[src/rtl/traffic_light_controller_pkg.sv]
// Shared encodings for the junction controller: phase states and lamp patterns.
// Lamp vectors are ordered {red,yellow,green}.
package traffic_light_controller_pkg;

    typedef enum logic [2:0] {
        AR_M  = 3'd0,
        MG    = 3'd1,
        MY    = 3'd2,
        AR_S  = 3'd3,
        SG    = 3'd4,
        SY    = 3'd5,
        FLASH = 3'd6
    } state_t;

    localparam logic [2:0] LAMP_RED = 3'b100;
    localparam logic [2:0] LAMP_YEL = 3'b010;
    localparam logic [2:0] LAMP_GRN = 3'b001;
    localparam logic [2:0] LAMP_OFF = 3'b000;

endpackage

[src/rtl/tl_phase_timer.sv]
// Phase down-counter: loads duration-1 on phase entry, counts ticks down to zero.
// expired flags the last tick of the current phase.
module tl_phase_timer #(
    parameter int               CNT_W   = 5,
    parameter logic [CNT_W-1:0] RST_VAL = '0
) (
    input  logic             clk,
    input  logic             reset,
    input  logic             tick,
    input  logic             load,
    input  logic [CNT_W-1:0] load_val,
    output logic             expired
);

    logic [CNT_W-1:0] cnt;

    // Counter saturates at zero so MG can hold there while it waits for a request.
    always_ff @(posedge clk or posedge reset) begin
        if (reset)
            cnt <= RST_VAL;
        else if (load)
            cnt <= load_val;
        else if (tick && cnt != '0)
            cnt <= cnt - CNT_W'(1);
    end

    assign expired = (cnt == '0);

endmodule

[src/rtl/traffic_light_controller.sv]
// Two-road junction sequencer with pedestrian crossing and flashing-amber maintenance mode.
// Lamps and walk are decoded from registered state only.
module traffic_light_controller
    import traffic_light_controller_pkg::*;
#(
    parameter int MAIN_GREEN_T = 10,
    parameter int SIDE_GREEN_T = 5,
    parameter int YELLOW_T     = 2,
    parameter int ALL_RED_T    = 1,
    parameter int CNT_W        = 5
) (
    input  logic       clk,
    input  logic       reset,
    input  logic       tick,
    input  logic       side_req,
    input  logic       ped_req,
    input  logic       flash_mode,
    output logic [2:0] main_lights,
    output logic [2:0] side_lights,
    output logic       walk,
    output logic [2:0] phase
);

    state_t           state, state_nxt;
    logic             side_pend, ped_pend, walk_act, blink;
    logic             load, expired, sg_entry, sg_exit;
    logic [CNT_W-1:0] load_val;

    function automatic logic [CNT_W-1:0] dur_m1(input state_t s);
        case (s)
            MG:      dur_m1 = CNT_W'(MAIN_GREEN_T - 1);
            SG:      dur_m1 = CNT_W'(SIDE_GREEN_T - 1);
            MY, SY:  dur_m1 = CNT_W'(YELLOW_T - 1);
            default: dur_m1 = CNT_W'(ALL_RED_T - 1);
        endcase
    endfunction

    tl_phase_timer #(
        .CNT_W   (CNT_W),
        .RST_VAL (CNT_W'(ALL_RED_T - 1))
    ) u_timer (
        .clk      (clk),
        .reset    (reset),
        .tick     (tick),
        .load     (load),
        .load_val (load_val),
        .expired  (expired)
    );

    always_ff @(posedge clk or posedge reset) begin
        if (reset)
            state <= AR_M;
        else
            state <= state_nxt;
    end

    // Flash request beats any timed transition due on the same edge.
    always_comb begin
        state_nxt = state;
        if (flash_mode)
            state_nxt = FLASH;
        else if (state == FLASH)
            state_nxt = AR_M;
        else if (tick && expired) begin
            case (state)
                AR_M:    state_nxt = MG;
                MG:      if (side_pend || ped_pend) state_nxt = MY;
                MY:      state_nxt = AR_S;
                AR_S:    state_nxt = SG;
                SG:      state_nxt = SY;
                SY:      state_nxt = AR_M;
                default: state_nxt = AR_M;
            endcase
        end
        load     = (state_nxt != state) && (state_nxt != FLASH);
        load_val = dur_m1(state_nxt);
    end

    assign sg_entry = (state == AR_S) && (state_nxt == SG);
    assign sg_exit  = (state == SG) && (state_nxt != SG);

    // Side requests are moot while side already has right of way; ped set wins over clear.
    always_ff @(posedge clk or posedge reset) begin
        if (reset) begin
            side_pend <= 1'b0;
            ped_pend  <= 1'b0;
            walk_act  <= 1'b0;
            blink     <= 1'b0;
        end else begin
            if (sg_entry)
                side_pend <= 1'b0;
            else if (side_req && state != SG && state != SY)
                side_pend <= 1'b1;

            if (ped_req)
                ped_pend <= 1'b1;
            else if (sg_entry)
                ped_pend <= 1'b0;

            if (sg_entry)
                walk_act <= ped_pend;
            else if (sg_exit)
                walk_act <= 1'b0;

            if (state == FLASH) begin
                if (!flash_mode)
                    blink <= 1'b0;
                else if (tick)
                    blink <= ~blink;
            end
        end
    end

    always_comb begin
        main_lights = LAMP_RED;
        side_lights = LAMP_RED;
        case (state)
            MG:    main_lights = LAMP_GRN;
            MY:    main_lights = LAMP_YEL;
            SG:    side_lights = LAMP_GRN;
            SY:    side_lights = LAMP_YEL;
            FLASH: begin
                main_lights = blink ? LAMP_YEL : LAMP_OFF;
                side_lights = blink ? LAMP_RED : LAMP_OFF;
            end
            default: ;
        endcase
    end

    assign walk  = walk_act && (state == SG);
    assign phase = state;

endmodule

[config.mk]
export PLATFORM = sky130hd
export DESIGN_NAME = traffic_light_controller
export DESIGN_NICKNAME = d
export VERILOG_FILES = /design/src/rtl/traffic_light_controller_pkg.sv /design/src/rtl/tl_phase_timer.sv /design/src/rtl/traffic_light_controller.sv
export SDC_FILE = /design/constraint.sdc
export NUM_CORES = 1
export LEC_CHECK = 0
export BUFFER_PORTS_ARGS = -buffer_cell sky130_fd_sc_hd__buf_2
export CAP_MARGIN = 0
export CORE_UTILIZATION = 55
export CTS_BUF_LIST = sky130_fd_sc_hd__clkbuf_4
export DETAILED_ROUTE_END_ITERATION = 10
export PLACE_DENSITY = 0.8
export REMOVE_ABC_BUFFERS = 1
export SLEW_MARGIN = 0
export SYNTH_ARGS = -nofsm -noshare
export SYNTH_HDL_FRONTEND = slang
export SYNTH_SLANG_ARGS = --single-unit
[constraint.sdc]
create_clock -name clk -period 5.38 [get_ports clk]
set_clock_uncertainty 0.05 [all_clocks]
set_input_delay 1.076 -clock clk [delete_from_list [all_inputs] [get_ports clk]]
set_output_delay 1.076 -clock clk [all_outputs]
set_load 0.005 [all_outputs]
=== Yosys cells after proc, flatten, opt, wreduce, memory -nomap -nowiden ===
Index checks and enable logic that the tools add are counted.
Widths: inputs -> output; s select.

* Register bits: 12
* Output and inout bits: 10

* $add $sub $neg: 1
* Eq/ne operators: 16
* Multiplexer cells: 20
* Bitwise logic cells: 1
* Reductions and logical operators: 18

{| class="wikitable"
|+ Operators by type and width
! operator !! count
|-
| $pmux 3 s3 || 2
|-
| $eq 3x3->1 const B || 5
|-
| $mux 3 || 5
|-
| $pmux 3 s5 || 1
|-
| $ne 3x3->1 const B || 4
|-
| $pmux 4 s3 || 1
|-
| $mux 5 || 2
|-
| $eq 3x2->1 const B || 3
|-
| $logic_and 1x1->1 || 8
|-
| $mux 1 || 8
|-
| $reduce_bool 2->1 || 4
|-
| $eq 3x1->1 const B || 2
|-
| $logic_not 5->1 || 1
|-
| $reduce_bool 5->1 || 1
|-
| $sub 5x1->5 const B || 1
|-
| $logic_not 3->1 || 1
|-
| $ne 3x3->1 || 1
|-
| $mux 2 || 1
|-
| $ne 2x2->1 const B || 1
|-
| $reduce_and 2->1 || 1
|-
| $reduce_or 2->1 || 1
|-
| $logic_or 1x1->1 || 1
|-
| $not 1->1 || 1
|}

=== Depth between registers and ports, before layout ===
Gate-level depths: netlist (run 1).

* Depth after elaboration: 10
* Mapped depth: 7
* Mapped depth without buffers: 7

=== By module ===
Synthesis (run 1) repeated with hierarchy kept, for this count alone.

* Cell total of the unflattened synthesis: 104
* Area total of the unflattened synthesis: 874.6 sq um

{| class="wikitable"
|+ Modules (own cells, without submodules)
! module !! instances !! cells an instance !! area each (sq um) !! seq. area each (sq um)
|-
| traffic_light_controller || 1 || 71 || 571.8 || 175.2
|-
| tl_phase_timer || 1 || 33 || 302.8 || 125.1
|}

=== Worst setup path after synthesis (run 1) ===
No wires, ideal clock.

* Kind: input port to flip-flop
* Start point: in tick
* End point: reg u_timer.cnt[0]
* Library setup time: 0.125 ns
* Arrival time: 1.997 ns
* Path slack: 3.208 ns
* Cell stages on the path: 5
* Path through: inv_1 -> o41ai_1 -> a221o_2 -> xor2_1 -> mux2_2

* Word-level cells in the longest chain between the ends: 8
* Elaborated cells between the ends (all ways): 16
* Those cells by class: eq/ne: 6; mux: 5; reduce/logical: 5

{| class="wikitable"
|+ Ends and longest elaborated chain
! item !! line !! source
|-
| start: declaration || traffic_light_controller.sv:14 || <nowiki>input logic tick,</nowiki>
|-
| $logic_and 1x1->1 * || traffic_light_controller.sv:64 || <nowiki>else if (tick && expired) begin</nowiki>
|-
| $mux 3 * || traffic_light_controller.sv:64 ||
|-
| $mux 3 * || traffic_light_controller.sv:62 || <nowiki>else if (state == FLASH)</nowiki>
|-
| $mux 3 * || traffic_light_controller.sv:60 || <nowiki>if (flash_mode)</nowiki>
|-
| via state_nxt[1] || traffic_light_controller.sv:24 || <nowiki>state_t state, state_nxt;</nowiki>
|-
| $eq 3x2->1 / $eq 3x3->1 (equally long branches) || traffic_light_controller.sv:30 || <nowiki>case (s)</nowiki>
|-
| $reduce_or 2->1 || traffic_light_controller.sv:30 ||
|-
| $pmux 4 s3 || traffic_light_controller.sv:30 ||
|-
| $mux 5 || tl_phase_timer.sv:21 || <nowiki>else if (load)</nowiki>
|-
| end signal: assignment || tl_phase_timer.sv:22 || <nowiki>cnt <= load_val;</nowiki>
|-
| end signal: assignment || tl_phase_timer.sv:24 || <nowiki>cnt <= cnt - CNT_W'(1);</nowiki>
|-
| end: declaration || tl_phase_timer.sv:15 || <nowiki>logic [CNT_W-1:0] cnt;</nowiki>
|}

Mark *: on every way through the listed nets, which the timed path passes. The rest lies on a longest branch.
A chain may end at the register's enable or synchronous reset.

=== Worst setup path after layout (run 1) ===
* Start point: reg state[2], in the netlist phase[2]
* End point: out side_lights[0]

* Word-level cells in the longest chain between the ends: 2
* Elaborated cells between the ends (all ways): 4
* Those cells by class: eq/ne: 3; mux: 1

{| class="wikitable"
|+ Ends and longest elaborated chain
! item !! line !! source
|-
| start: declaration || traffic_light_controller.sv:24 ||
|-
| start signal: assignment || traffic_light_controller.sv:54 || <nowiki>state <= state_nxt;</nowiki>
|-
| $eq 3x3->1 || traffic_light_controller.sv:117 || <nowiki>case (state)</nowiki>
|-
| $pmux 3 s3 * || traffic_light_controller.sv:117 ||
|-
| end: declaration || traffic_light_controller.sv:19 || <nowiki>output logic [2:0] side_lights,</nowiki>
|}

Every way passes the cells marked *; elsewhere a longest branch is shown, timed or not.

==> metrics.txt, run 1 <==
Setup CP Type flip-flop to primary output; post-cts repair resize count 0; Crit Path Max Fanout 9; headroom to the max-slew limit 66.9%; worst min path class flip-flop to flip-flop; ANT cells 0; sequential cell fraction of total power about two fifths; max-cap viol count 0; Cell Int Power 213 uW; Simple-Gate Fraction of Synth Area 23.5%; fill cell count 108; Total Wirelength ~1.8 mm; Critical-path top delay cell dfrtp_1; I/O pin cnt 16; clock sink total 12; actual slew at the worst max-slew pin approximately 0.48 ns; cts-stage hold buffer count 0; DR WL/cell 15.7 um; Final HPWL DP 1.29 mm; Post-synth EDFFs 0; post-synthesis register bit count 12; Area Overhead vs Synth 12.5%; P_sw between 100 and 150 uW; CTS clk-pin slew, worst paths roughly 0.080 ns; outcome finished clean; GP Congestion ~0.87; Avg Cell Area, Syn 9.09 um^2; final setup TNS 0 ns; post-synth design cell area approximately 780 um^2; vias in the first global route 610; ratio of cells with drive above 1 in the final layout 24.5%; YS warnings 0; Crit path max-delay family flip-flops; worst reg-to-reg path cell count 7; worst hold path cell count 1; drt initial violations 43; unrepaired setup endpoints after global routing no; global-route wire length before repair 2.70 mm; Final min period roughly 2.7 ns; Initial Util roughly three fifths; register area share after synthesis 38.4%; Die ar. around 1600 um^2; I/O Buffers 15; Root Driver clkbuf_4; R2R setup slack between 3 and 4 ns; Reg2Reg Capture Point u_timer.cnt[0]; WP data required about 4.3 ns; setup violators final 0; Sw Ratio roughly two fifths; combinational power share a little over two fifths; initial antenna violation count 0; mux contribution to synthesized area under 10%; Clk network pwr share roughly 17%; post-synthesis xor/xnor area fraction roughly 5.6%; Max Slew Vio Count 0; CTS Buf Count 3; Worst Setup End Kind primary output; CP max stage delay ~0.5 ns; DR vias/cell 6.05; final worst slack approximately 2.7 ns; drt pass-1 iters 4; cell count after synthesis between 80 and 90; Congestion Overflow GR 0; pre-CTS WS roughly 3.0 ns; Die H ~40 um; Residual DRC 0; GRT Total Usage 27.5%; pin count of the biggest net entering global routing 16; Worst Hold Launch blink; TritonCTS clock tree yes; Tcrit/Tclk final about half; final hold violations 0; CTS HTree Levels 1; core area 1320 um^2; worst r2r src u_timer.cnt[0]; CTS max path bufs 2; worst hold endpoint blink; Synth Area in Compound Gates between 10% and 20%; Pleak 0.000412 uW; Cell Chain, Critical Path inv_1 > nor3_1 > buf_2; WP buf/inv 2; Max Fclk 0.374 GHz; NumNets Final around 110; postcts setup bufs 0; Vias between 700 and 800; main combinational cell family by area after synthesis simple AND/OR/NAND/NOR gates; Rows 13; Worst VDD drop about 0.22 mV; ys async rst share 100%; die width 39.7 um; ANT nets after route 0; prevailing post-synth register cell dfrtp_1; Arr. time, crit path 1.55 ns; CP startpoint kind flip-flop; Worst path depth 3; Pwr Density 403 nW/um^2; latest clock arrival within the worst-skew pair ~0.29 ns; post-synth cell types 36; Synth Area in Adders 3.20%
-- through the flow --
stage          instance area (um^2)  hold slack [ns]  total power [uW]  util, %  cells
3_5_place_dp                    853            0.451               292     64.8    113
3_3_place_gp                    853            0.440               283     64.8    113
2_1_floorplan                   759            0.413               247        -     83
4_1_cts                         880            0.466               351     66.8    117
6_report                        880            0.470               355     66.8    117
5_1_grt                         880            0.485               378     66.8    117
-- registers in the layout, summed over array words and instances, names as in the netlist --
name	flops
walk_act	1
u_timer.cnt	5
side_pend	1
phase	3
ped_pend	1
blink	1
-- synth_stat cells, drive strengths merged, types with 3 or more instances --
| cell type | number | area [um^2] |
|---|---|---|
| dfrtp | 12 | 300 |
| nor2 | 10 | 37.5 |
| inv | 9 | 33.8 |
| nand2 | 8 | 30.0 |
| o21ai | 4 | 20.0 |
| xnor2 | 4 | 35.0 |
| buf | 3 | 22.5 |
-- cells in the final DEF, fill, tap and decap left out, types with 2 or more instances in the layout --
master | Yosys | layout
ha_1 | 2 | 2
nand3_1 | 2 | 2
o21ai_0 | 4 | 4
a2111oi_0 | 2 | 2
nor2_1 | 10 | 10
a21oi_1 | 2 | 2
nor4_1 | 2 | 2
nor3_1 | 2 | 2
clkbuf_4 | 0 | 3
xnor2_1 | 4 | 4
o31ai_1 | 2 | 2
inv_1 | 9 | 9
dfrtp_1 | 12 | 12
nand2_1 | 8 | 8
buf_2 | 0 | 15
-- layout make-up --
class | count | area (um^2) | area share [%]
flip-flops and latches | 12 | 300 | 34.1
clock buffers | 3 | 22.5 | 2.56
multi-input cells | 62 | 425 | 48.4
inverters | 9 | 33.8 | 3.84
repair buffers | 15 | 75.1 | 8.53
clock inverters | 1 | 3.75 | 0.427
well taps | 15 | 18.8 | 2.13
-- worst max path at each step --
stage                                end  startpoint  slack (ns)
after global placement    u_timer.cnt[0]        tick        3.03
after global routing      main_lights[2]    phase[0]        2.64
after CTS                 main_lights[2]    phase[0]        2.74
after floorplan           u_timer.cnt[0]        tick        3.21
final                     side_lights[0]    phase[2]        2.70
after detailed placement  u_timer.cnt[0]        tick        2.96
-- power by group through the flow --
stage                     sequential, uW  clock (uW)  combinational, uW
final                                145        61.4                148
after global routing                 148        63.5                166
after global placement               144           0                139
after floorplan                      138           0                109
after CTS                            144        59.6                147
after detailed placement             146           0                146
-- metal layers --
metal,track usage (%),part of all wire (%)
met2,45.9,48
met3,3.41,5.0
met4,17.2,2.3
met1,32.8,45
met5,0,0
-- logic make-up (layout without fill, tap and decap cells) --
| group | after synthesis | count (layout) |
|---|---|---|
| DFF | 12 | 12 |
| muxes | 2 | 2 |
| adders and majority gates | 2 | 2 |
| AOI/OAI and AO/OA | 20 | 20 |
| buffers and inverters | 12 | 28 |
| and+or+nand+nor | 33 | 33 |
| xor gates and xnor gates | 5 | 5 |
-- worst register-to-register path, stage by stage (launching register included) --
cell,delay [ns]
dfrtp_1,0.39
inv_1,0.11
ha_1,0.19
or4b_4,0.48
o41ai_1,0.37
a221o_2,0.23
xor2_1,0.07
mux2_2,0.26
(Power assumes the default switching activity.)
==> run 2: changes to the inputs <==
==> constraint.sdc (replaced) <==
create_clock -name clk -period 2.7 [get_ports clk]
set_clock_uncertainty 0.05 [all_clocks]
set_input_delay 0.54 -clock clk [delete_from_list [all_inputs] [get_ports clk]]
set_output_delay 0.54 -clock clk [all_outputs]
set_load 0.005 [all_outputs]
==> metrics.txt, run 2 (same netlist as run 1, synthesis figures left out) <==
Total Wirelength 1.70 mm (was 1.83 mm); global-route wire length before repair 2.58 mm (was 2.70 mm); setup violators final 0 (unchanged); Cell Int Power 424 uW (was 213 uW); Worst Setup End Kind flip-flop (was primary output); Tcrit/Tclk final between 80 and 90%; CTS HTree Levels 1 (unchanged); drt initial violations 30 (was 43); Final HPWL DP 1.27 mm (was 1.29 mm); ANT nets after route 0 (unchanged); Die H 39.7 um (unchanged); I/O pin cnt 16 (unchanged); postcts setup bufs 0 (unchanged); pin count of the biggest net entering global routing 16 (unchanged); max reg flops 5 (unchanged); fin cells 117 (unchanged); I/O Buffers 15 (unchanged); combinational power share 41.5% (was 41.8%); Pwr Density 793 nW/um^2 (was 403 nW/um^2); Setup CP Type flip-flop to flip-flop (was flip-flop to primary output); CP startpoint kind flip-flop (unchanged); core area 1320 um^2 (unchanged); Arr. time, crit path 2.42 ns (was 1.55 ns); sequential cell fraction of total power 41.3% (was 40.9%); placed cell area 853 um^2 (unchanged); Vias 683 (was 708); ratio of cells with drive above 1 in the final layout 24.5% (unchanged); placed cells 113 (unchanged); CTS max path bufs 2 (unchanged); drt pass-1 iters 4 (unchanged); post-cts repair resize count 0 (unchanged); commonest cells after routing, fill and taps aside 15 x buf_2, 12 x dfrtp_1, 10 x nor2_1, 9 x inv_1, 8 x nand2_1 (unchanged); final hold violations 0 (unchanged); unrepaired setup endpoints after global routing no (unchanged); Sw Ratio 39.2% (was 39.8%); worst min path class input pin to asynchronous set/reset pin (was flip-flop to flip-flop); TritonCTS clock tree yes (unchanged); Root Driver clkbuf_4 (unchanged); CTS Buf Count 3 (unchanged); CTS clk-pin slew, worst paths 0.08 ns (about the same); latest clock arrival within the worst-skew pair 0.28 ns (was 0.29 ns); NumNets Final 111 (unchanged); commonest non-fill, non-tap cell in the layout buf_2 (unchanged); Biggest register u_timer.cnt (unchanged); cts-stage hold buffer count 0 (unchanged); final setup TNS 0 ns (unchanged); Final min period roughly 2.3 ns; clock sink total 12 (unchanged); vias in the first global route 543 (was 610); design area 880 um^2 (unchanged); WP data required 2.82 ns (was 4.25 ns); ANT cells 0 (unchanged); die width 39.7 um (unchanged); outcome finished clean (unchanged); Worst VDD drop 0.402 mV (was 0.223 mV); Pleak 0.000412 uW (unchanged); Die ar. 1580 um^2 (unchanged); Area Overhead vs Synth 12.5% (unchanged); headroom to the max-slew limit 69.3% (was 66.9%); Clk network pwr share 17.2% (was 17.3%); Max Fclk between 0.4 and 0.5 GHz; P_sw 273 uW (was 141 uW); fill cell count 113 (was 108); CP max stage delay 0.48 ns (was 0.50 ns); initial antenna violation count 0 (unchanged); max-cap viol count 0 (unchanged); DR WL/cell 14.5 um (was 15.7 um); Initial Util 59.4% (unchanged); Congestion Overflow GR 0 (unchanged); actual slew at the worst max-slew pin 0.457 ns (was 0.484 ns); GP Congestion 0.851 (was 0.873); Cell Chain, Critical Path inv_1 > ha_1 > or4b_4 > o41ai_1 > a221o_2 > xor2_1 > mux2_2 (was inv_1 > nor3_1 > buf_2); Residual DRC 0 (unchanged); final worst slack 0.402 ns (was 2.70 ns); Critical-path top delay cell or4b_4 (was dfrtp_1); DR vias/cell 5.84 (was 6.05); Max Slew Vio Count 0 (unchanged); pre-CTS WS 0.455 ns (was 2.96 ns); Rows 13 (unchanged); Crit Path Max Fanout 3 (was 9); GRT Total Usage 26.3% (was 27.5%)
-- run 2: critical path: cells and delay by family (launching register included) --
| family | cells | cell delay [ns] |
|---|---|---|
| flip-flops | 1 | 0.38 |
| multiplexers | 1 | 0.26 |
| buffers and inverters | 1 | 0.13 |
| XOR/XNOR | 1 | 0.08 |
| adder cells (fa/ha/maj) | 1 | 0.18 |
| AND/OR/NAND/NOR | 1 | 0.48 |
| AO/OA/AOI/OAI | 2 | 0.64 |
-- run 2: power groups by stage --
stage          logic (uW)  registers (uW)  clock network (uW)
3_5_place_dp          289             290                   0
6_report              289             288                 120
4_1_cts               291             285                 125
5_1_grt               326             295                 131
3_3_place_gp          278             287                   0
2_1_floorplan         216             276                   0
-- run 2: cell type report --
type / instances / area [um^2] / share of cell area (%)
Clock buffer: 3 / 22.5 / 2.56
Clock inverter: 1 / 3.75 / 0.427
Inverter: 9 / 33.8 / 3.84
Multi-Input combinational cell: 62 / 425 / 48.4
Sequential cell: 12 / 300 / 34.1
Tap cell: 15 / 18.8 / 2.13
Timing Repair Buffer: 15 / 75.1 / 8.53
-- run 2: metrics by stage --
| stage | power [uW] | hold WS [ns] | utilization, % |
|---|---|---|---|
| after detailed placement | 578 | 0.455 | 64.8 |
| after global routing | 752 | 0.245 | 66.8 |
| after floorplan | 492 | 0.355 | - |
| after global placement | 565 | 0.440 | 64.8 |
| final | 697 | 0.194 | 66.8 |
| after CTS | 701 | 0.207 | 66.8 |
-- run 2: metal layers --
layer  GRT usage, %  vias up  share of wire (%)
li1               -      339                  -
met1           37.0      308                 47
met2           36.5       36                 45
met3           8.52        0                7.6
met4           10.3        0                  0
met5              0        -                  0
-- run 2: path summary, 6_finish.rpt --
check	cells past startpoint	startpoint	to	slack (ns)
worst max-delay path	7	u_timer.cnt[0]	u_timer.cnt[0]	0.40
worst min-delay path	2	reset	u_timer.cnt[2]	0.19
worst max register to register	7	u_timer.cnt[0]	u_timer.cnt[0]	0.40
worst min register to register	1	blink	blink	0.46
max in group asynchronous	2	reset	walk_act	2.10
min in group clk	2	ped_req	ped_pend	0.40
==> run 3: changes to the inputs <==
--- a/config.mk
+++ b/config.mk
@@ -10,7 +10,7 @@
 export CORE_UTILIZATION = 55
 export CTS_BUF_LIST = sky130_fd_sc_hd__clkbuf_4
 export DETAILED_ROUTE_END_ITERATION = 10
-export PLACE_DENSITY = 0.8
+export PLACE_DENSITY = 0.78
 export REMOVE_ABC_BUFFERS = 1
 export SLEW_MARGIN = 0
 export SYNTH_ARGS = -nofsm -noshare
==> constraint.sdc (replaced) <==
create_clock -name clk -period 3 [get_ports clk]
set_clock_uncertainty 0.05 [all_clocks]
set_input_delay 0.6 -clock clk [delete_from_list [all_inputs] [get_ports clk]]
set_output_delay 0.6 -clock clk [all_outputs]
set_load 0.005 [all_outputs]
==> metrics.txt, run 3 (same netlist as run 1, synthesis figures left out) <==
outcome finished clean (unchanged); TritonCTS clock tree yes (unchanged); pre-CTS WS 0.758 ns (was 0.455 ns); setup violators final 0 (unchanged); Rows 13 (unchanged); worst min path class input pin to asynchronous set/reset pin (unchanged); placed cell area 853 um^2 (unchanged); post-cts repair resize count 0 (unchanged); fill cell count 109 (was 113); NumNets Final 111 (unchanged); cts-stage hold buffer count 0 (unchanged); Pwr Density 712 nW/um^2 (was 793 nW/um^2); I/O pin cnt 16 (unchanged); Arr. time, crit path 2.40 ns (was 2.42 ns); commonest non-fill, non-tap cell in the layout buf_2 (unchanged); CP startpoint kind flip-flop (unchanged); Worst VDD drop 0.366 mV (was 0.402 mV); CTS clk-pin slew, worst paths 0.08 ns (about the same); Die H 39.7 um (unchanged); final hold violations 0 (unchanged); Crit Path Max Fanout 3 (unchanged); final worst slack 0.725 ns (was 0.402 ns); Area Overhead vs Synth 12.5% (unchanged); drt initial violations 23 (was 30); CTS HTree Levels 1 (unchanged); Tcrit/Tclk final 75.8% (was 85.1%); pin count of the biggest net entering global routing 16 (unchanged); Max Slew Vio Count 0 (unchanged); Final HPWL DP 1.22 mm (was 1.27 mm); Total Wirelength 1.65 mm (was 1.70 mm); vias in the first global route 590 (was 543); DR WL/cell 14.1 um (was 14.5 um); CTS max path bufs 2 (unchanged); Initial Util 59.4% (unchanged); GP Congestion 0.799 (was 0.851); DR vias/cell 5.98 (was 5.84); unrepaired setup endpoints after global routing no (unchanged); Worst Setup End Kind flip-flop (unchanged); postcts setup bufs 0 (unchanged); worst reg-to-reg path cell count 7 (unchanged); Die ar. 1580 um^2 (unchanged); ANT nets after route 0 (unchanged); GRT Total Usage 26.2% (was 26.3%); ANT cells 0 (unchanged); final setup TNS 0 ns (unchanged); headroom to the max-slew limit 70.3% (was 69.3%); Biggest register u_timer.cnt (unchanged); core area 1320 um^2 (unchanged); Residual DRC 0 (unchanged); actual slew at the worst max-slew pin 0.434 ns (was 0.457 ns); Vias 700 (was 683); initial antenna violation count 0 (unchanged); max reg flops 5 (unchanged); Max Fclk 0.440 GHz (was 0.435 GHz); Root Driver clkbuf_4 (unchanged); drt pass-1 iters 4 (unchanged); clock sink total 12 (unchanged); design area 880 um^2 (unchanged); Pleak 0.000412 uW (unchanged); I/O Buffers 15 (unchanged); CTS Buf Count 3 (unchanged); max-cap viol count 0 (unchanged); Congestion Overflow GR 0 (unchanged); WP data required 3.12 ns (was 2.82 ns); ratio of cells with drive above 1 in the final layout 24.5% (unchanged); die width 39.7 um (unchanged); Util after Layout 66.8% (unchanged); commonest cells after routing, fill and taps aside 15 x buf_2, 12 x dfrtp_1, 10 x nor2_1, 9 x inv_1, 8 x nand2_1 (unchanged); Setup CP Type flip-flop to flip-flop (unchanged); Final min period 2.28 ns (was 2.30 ns); latest clock arrival within the worst-skew pair 0.28 ns (about the same); global-route wire length before repair 2.64 mm (was 2.58 mm)
run 3: path summary, 6_finish.rpt:
path	from	endpoint	slack, ns
max reg2reg	u_timer.cnt[0]	u_timer.cnt[0]	0.72
min reg2reg	blink	blink	0.47
min in group clk	ped_req	ped_pend	0.46
max in group asynchronous	reset	blink	2.34
max	u_timer.cnt[0]	u_timer.cnt[0]	0.72
min	reset	u_timer.cnt[1]	0.25
run 3: cell type report:
cell class,count,area (um^2),area share [%]
Inverter,9,33.8,3.84
Tap cell,15,18.8,2.13
Clock buffer,3,22.5,2.56
Sequential cell,12,300,34.1
Multi-Input combinational cell,62,425,48.4
Clock inverter,1,3.75,0.427
Timing Repair Buffer,15,75.1,8.53
run 3: through the flow:
stage	instances	hold slack (ns)	power [uW]
6_report	117	0.252	626
5_1_grt	117	0.288	674
4_1_cts	117	0.267	625
3_5_place_dp	113	0.454	517
3_3_place_gp	113	0.445	510
2_1_floorplan	83	0.413	443
run 3: where the power goes:
| part | internal [uW] | switching, uW |
|---|---|---|
| clock network | 48.3 | 59.7 |
| logic | 130 | 129 |
| registers | 203 | 56.4 |
run 3: metal layers:
layer  global-route usage [%]  vias up  share of wire, %
li1                         -      339                 -
met1                     36.3      339                50
met2                     36.9       18                45
met3                     6.82        4               3.7
met4                     12.9        0               1.5
met5                        0        -                 0
run 3: worst max-delay path, stage by stage, from the launching register on:
cell and delay [ns]:
dfrtp_1 0.38, inv_1 0.11, ha_1 0.17, or4b_4 0.47, a2111oi_0 0.42, o31a_2 0.22
xor2_1 0.07, mux2_2 0.26
